**config.mk**
```make
export PLATFORM = sky130hd
export DESIGN_NAME = priority_grant_decoder
export DESIGN_NICKNAME = d
export VERILOG_FILES = /design/src/rtl/priority_grant_decoder.sv
export SDC_FILE = /design/constraint.sdc
export NUM_CORES = 1
export LEC_CHECK = 0
export CAP_MARGIN = 20
export CORE_UTILIZATION = 42
export CTS_CLUSTER_SIZE = 12
export DETAILED_ROUTE_END_ITERATION = 10
export PLACE_DENSITY_LB_ADDON = 0.15
export RECOVER_POWER = 25
export SETUP_SLACK_MARGIN = 0.1
export SLEW_MARGIN = 20
export SYNTH_ARGS = -nofsm -noshare
export SYNTH_HDL_FRONTEND = slang
export SYNTH_SLANG_ARGS = --single-unit
export TNS_END_PERCENT = 20
```
**constraint.sdc**
```tcl
create_clock -name clk -period 1.4 [get_ports clk]
set_input_delay 0.28 -clock clk [delete_from_list [all_inputs] [get_ports clk]]
set_output_delay 0.28 -clock clk [all_outputs]
set_load 0.02 [all_outputs]
```
**src/rtl/priority_grant_decoder.sv**
```systemverilog
// Registered one-hot grant decoder with hold timeout (IDLE -> GRANT -> RELEASE).
// Optional macro PRIO_GRANT_STATS_EN adds a saturating 8-bit grant_count output.
module priority_grant_decoder #(
   parameter int HOLD_MAX = 15,
   parameter int CNT_W    = 4
) (
   input  logic       clk,
   input  logic       rst_n,
   input  logic       req_valid,
   input  logic [1:0] req_idx,
   output logic       req_ready,
   input  logic [3:0] done,
   output logic [3:0] grant,
`ifdef PRIO_GRANT_STATS_EN
   output logic [7:0] grant_count,
`endif
   output logic       timeout,
   output logic       busy
);

   typedef enum logic [1:0] {
      IDLE    = 2'd0,
      GRANT   = 2'd1,
      RELEASE = 2'd2
   } state_t;

   localparam logic [CNT_W-1:0] HOLD_LIM = CNT_W'(HOLD_MAX);

   state_t           state;
   logic [1:0]       idx_q;
   logic [CNT_W-1:0] hold_cnt;

   // All outputs are registered so they settle with the state they describe.
   always_ff @(posedge clk or negedge rst_n) begin
      if (!rst_n) begin
         state     <= IDLE;
         idx_q     <= 2'd0;
         hold_cnt  <= '0;
         grant     <= 4'b0000;
         timeout   <= 1'b0;
         busy      <= 1'b0;
         req_ready <= 1'b0;
      end else begin
         timeout <= 1'b0;
         case (state)
            IDLE: begin
               if (req_valid && req_ready) begin
                  state     <= GRANT;
                  idx_q     <= req_idx;
                  hold_cnt  <= '0;
                  grant     <= 4'b0001 << req_idx;
                  busy      <= 1'b1;
                  req_ready <= 1'b0;
               end else begin
                  req_ready <= 1'b1;
               end
            end
            GRANT: begin
               // A release by the owner takes precedence over the hold limit.
               if (done[idx_q]) begin
                  state <= RELEASE;
                  grant <= 4'b0000;
               end else if (hold_cnt == HOLD_LIM) begin
                  state   <= RELEASE;
                  grant   <= 4'b0000;
                  timeout <= 1'b1;
               end else begin
                  hold_cnt <= hold_cnt + CNT_W'(1);
               end
            end
            RELEASE: begin
               state     <= IDLE;
               busy      <= 1'b0;
               req_ready <= 1'b1;
            end
            default: begin
               state     <= IDLE;
               grant     <= 4'b0000;
               busy      <= 1'b0;
               req_ready <= 1'b0;
            end
         endcase
      end
   end

`ifdef PRIO_GRANT_STATS_EN
   // Counts accepted requests only, saturating at the top of the 8-bit range.
   always_ff @(posedge clk or negedge rst_n) begin
      if (!rst_n) begin
         grant_count <= 8'd0;
      end else if (state == IDLE && req_valid && req_ready && grant_count != 8'd255) begin
         grant_count <= grant_count + 8'd1;
      end
   end
`endif

endmodule

```
==> metrics.md <==
| Metric | Value |
|---|---|
| Max-cap violations | 0 |
| Slew Limit Headroom | between 40% and 50% |
| I/O pin cnt | 16 |
| Finished Core Util | a little over three fifths |
| I/O Buffers | 15 |
| Die Y | between 40 and 50 um |
| RSZ-0062 raised after global routing | true |
| TritonCTS buffer count | 3 |
| Crit path max-delay family | simple AND/OR/NAND/NOR gates |
| Crit Path Class | in -> reg |
| WP buf/inv | 1 |
| Fmax | about 0.6 GHz |
| Synth cell count leaders | dfrtp_1 (15), nand2_1 (5), mux2i_1 (4), nor2_1 (4), o22ai_1 (4) |
| Actual slew at the worst max-slew pin | roughly 800 ps |
| Worst setup EP type | flip-flop |
| Via count | 685 |
| Final hold vios | 0 |
| R2R Setup Slk | -250 ps |
| Critical path launch point | done[3] |
| Core box area | 1730 um2 |
| VDD IR max | 0.917 mV |
| Critical Path Start Type | input pin |
| Layout Skew | between 1.5 and 2 ps |
| Post-synth EDFFs | 0 |
| Initial antenna violation count | 0 |
| Worst Reg-to-Reg Cells | 3 |
| Congestion Overflow GR | 0 |
| Sinks on Clock Net | 15 |
| Setup TNS | -1770 ps |
| DRT antenna net count | 0 |
| Synth top area share | between 40% and 50% |
| Failing checks | setup timing |
| Antenna diodes | 0 |
| Hold Crit Class | reg -> reg |
| Yosys top cell by area | dfrtp_1 |
| Synth top area cells | dfrtp_1 (49%), mux2i_1 (5.2%), a211o_1 (3.4%) |
| Synthesized instance count | 70 |
| Die width | approximately 45 um |
| Async S/R FF share, synth | 100% |
| Placement Rows | 15 |
| Yosys cell types | 31 |
| Worst hold stages | 2 |
| Min Hold Slack | approximately 540 ps |
| Drt drc | 0 |
| Post-CTS Hold Buffers | 0 |
| Yosys Warn Count | 0 |
| Clock Tree Root | clkbuf_4 |
| DRT Pass-1 Iters | 4 |
| TritonCTS clock tree | built |
| Routed WL | about 1800 um |
| Placed inst area | 1010 um2 |
| Endpoints failing setup | 9 |
| Final Cycle Share | 118% |
| 1st-iter DRT viols | 22 |
| Min-Delay Endpoint | busy$_DFFE_PN0P_ |
| Seq/Total Area, Yosys | slightly below 50% |
| FILL cells | roughly 160 |
| Critical Path RT | approximately 1600 ps |
| Final Critical Period | 1650 ps |
| Ys flop type | dfrtp_1 |
| Wire per inst | ~15 um |
| Total GRT Usage | a little over a fifth |
| Cell at the slowest stage of the critical path | mux4_2 |
| Routed met3 length | between 100 and 150 um |
| Met2 wire len | between 800 and 900 um |
| Die ar. | 2010 um2 |
| Final instance area | between 1000 and 1500 um2 |
| HP Start | busy$_DFFE_PN0P_ |
| Pwr Density | just over 2000 nW/um2 |
| Largest net degree at the start of global routing | 16 |
| Reg2reg start | idx_q[0]$_DFFE_PN0P_ |
| Leakage | a little over 0.0005 uW |
| Clock Path Buffers | 2 |
| Mapped Area | just under 800 um2 |
| Uppermost layer routed | met4 |
| Final worst slack | -255 ps |
| Starting density of the core | around 45% |
| Clock latency on the worst-skew pair | between 200 and 300 ps |
| First-pass GRT wire length | slightly below 3000 um |
| Number of global-route vias before repair | approximately 670 |
| Clock-pin slew on the worst setup and hold paths | 90 ps |
| Crit-path max cell delay | approximately 550 ps |
| Outcome | complete, but fails checks |
| DPL Wire Length | 1160 um |
| Syn Area/Cell | between 10 and 15 um2 |
| GPL Wtd Cong | approximately 0.82 |
| Flops & latches, synth | 15 |
| Reg-to-Reg End | hold_cnt[2]$_DFFE_PN0P_ |
| Vias per cell | roughly 5.5 |
| Slew Viols, Final | 0 |
| Worst path cell trace | clkdlybuf4s50_1 -> mux4_2 -> or4_1 -> nand3_1 |
| Synth Net Count | 80 |
| Nets | 110 |
| Layout area overhead | 41.8% |
| Layout cells sized above 1 | between 20% and 30% |
| H-tree lvl count | 1 |
| M1 WL | between 800 and 900 um |
| CP Data Arrival Time | around 1900 ps |
| Most frequent cell after synthesis | dfrtp_1 |
| CP max FO | 5 |
==> logic make-up (layout without fill, tap and decap cells) <==
logic type / Yosys count / count (layout) / synth area share, %
AND/OR/NAND/NOR: 25 / 25 / 19.0
AO/OA/AOI/OAI: 16 / 16 / 15.4
flip-flops: 15 / 15 / 48.8
multiplexers: 7 / 8 / 11.1
buffers and inverters: 6 / 34 / 4.06
adder cells (fa/ha/maj): 1 / 1 / 1.63
==> power by group <==
part | internal, uW | switching, uW | total, uW
combinational | 606 | 606 | 1210
sequential | 609 | 146 | 755
clock | 110 | 135 | 246
total | 1330 | 887 | 2210
==> per-layer routing <==
| layer | global-route usage, % | vias to the layer above |
|---|---|---|
| li1 | - | 322 |
| met1 | 26.9 | 337 |
| met2 | 31.8 | 24 |
| met3 | 6.80 | 2 |
| met4 | 12.1 | 0 |
| met5 | 0 | - |
==> metrics by stage <==
stage | total power, uW | setup WS, ps | cells
floorplan | 1410 | -129 | 70
global placement | 1810 | -495 | 117
detailed placement | 1840 | -544 | 117
CTS | 2140 | -263 | 122
global route | 2370 | -302 | 124
finish | 2210 | -255 | 124
==> state kept, by name, summed over array words and instances, names as in the netlist <==
signal,count
busy,1
req_ready,1
idx_q,2
state,2
grant,4
timeout,1
hold_cnt,4
==> cells in the final DEF (no fill, tap or decap), drive strengths merged, types with 2 or more instances in the layout <==
cell type	count
nor2b	3
buf	11
clkbuf	8
inv	3
o22ai	4
a211o	3
mux2	2
o211ai	2
nand3	2
nand2b	2
mux4	2
clkdlybuf4s50	7
clkdlybuf4s15	3
dfrtp	15
a2111oi	2
nor2	4
mux2i	4
nand2	5
and3	3
==> worst min-delay path, delay by kind of cell (launching register included) <==
kind | cells | cell delay (ps)
flops | 1 | 390
compound gates | 1 | 60
buf+inv | 1 | 50
==> area by class of cell <==
class                           instances  area (um2)  area share [%]
Multi-Input combinational cell         50         427            39.1
Sequential cell                        15         375            34.4
Timing Repair Buffer                   27         220            20.2
Tap cell                               25        31.3            2.87
Clock buffer                            4        26.3            2.41
Inverter                                3        11.3            1.03
==> worst max path at each step <==
stage | to | depth (start not counted)
after CTS | hold_cnt[2]$_DFFE_PN0P_ | 3
after global placement | hold_cnt[2]$_DFFE_PN0P_ | 4
after global routing | hold_cnt[2]$_DFFE_PN0P_ | 3
after detailed placement | hold_cnt[2]$_DFFE_PN0P_ | 4
final | hold_cnt[2]$_DFFE_PN0P_ | 4
after floorplan | hold_cnt[3]$_DFFE_PN0P_ | 4
==> what timing repair did <==
action / CTS / global route
pin swaps: 2 / 0
endpoints found under the setup margin: 19 / 17
gates resized for setup: 11 / 12
setup buffers: 0 / 2
cloned: 1 / 0
No activity file was read; power rests on OpenSTA's default activity.
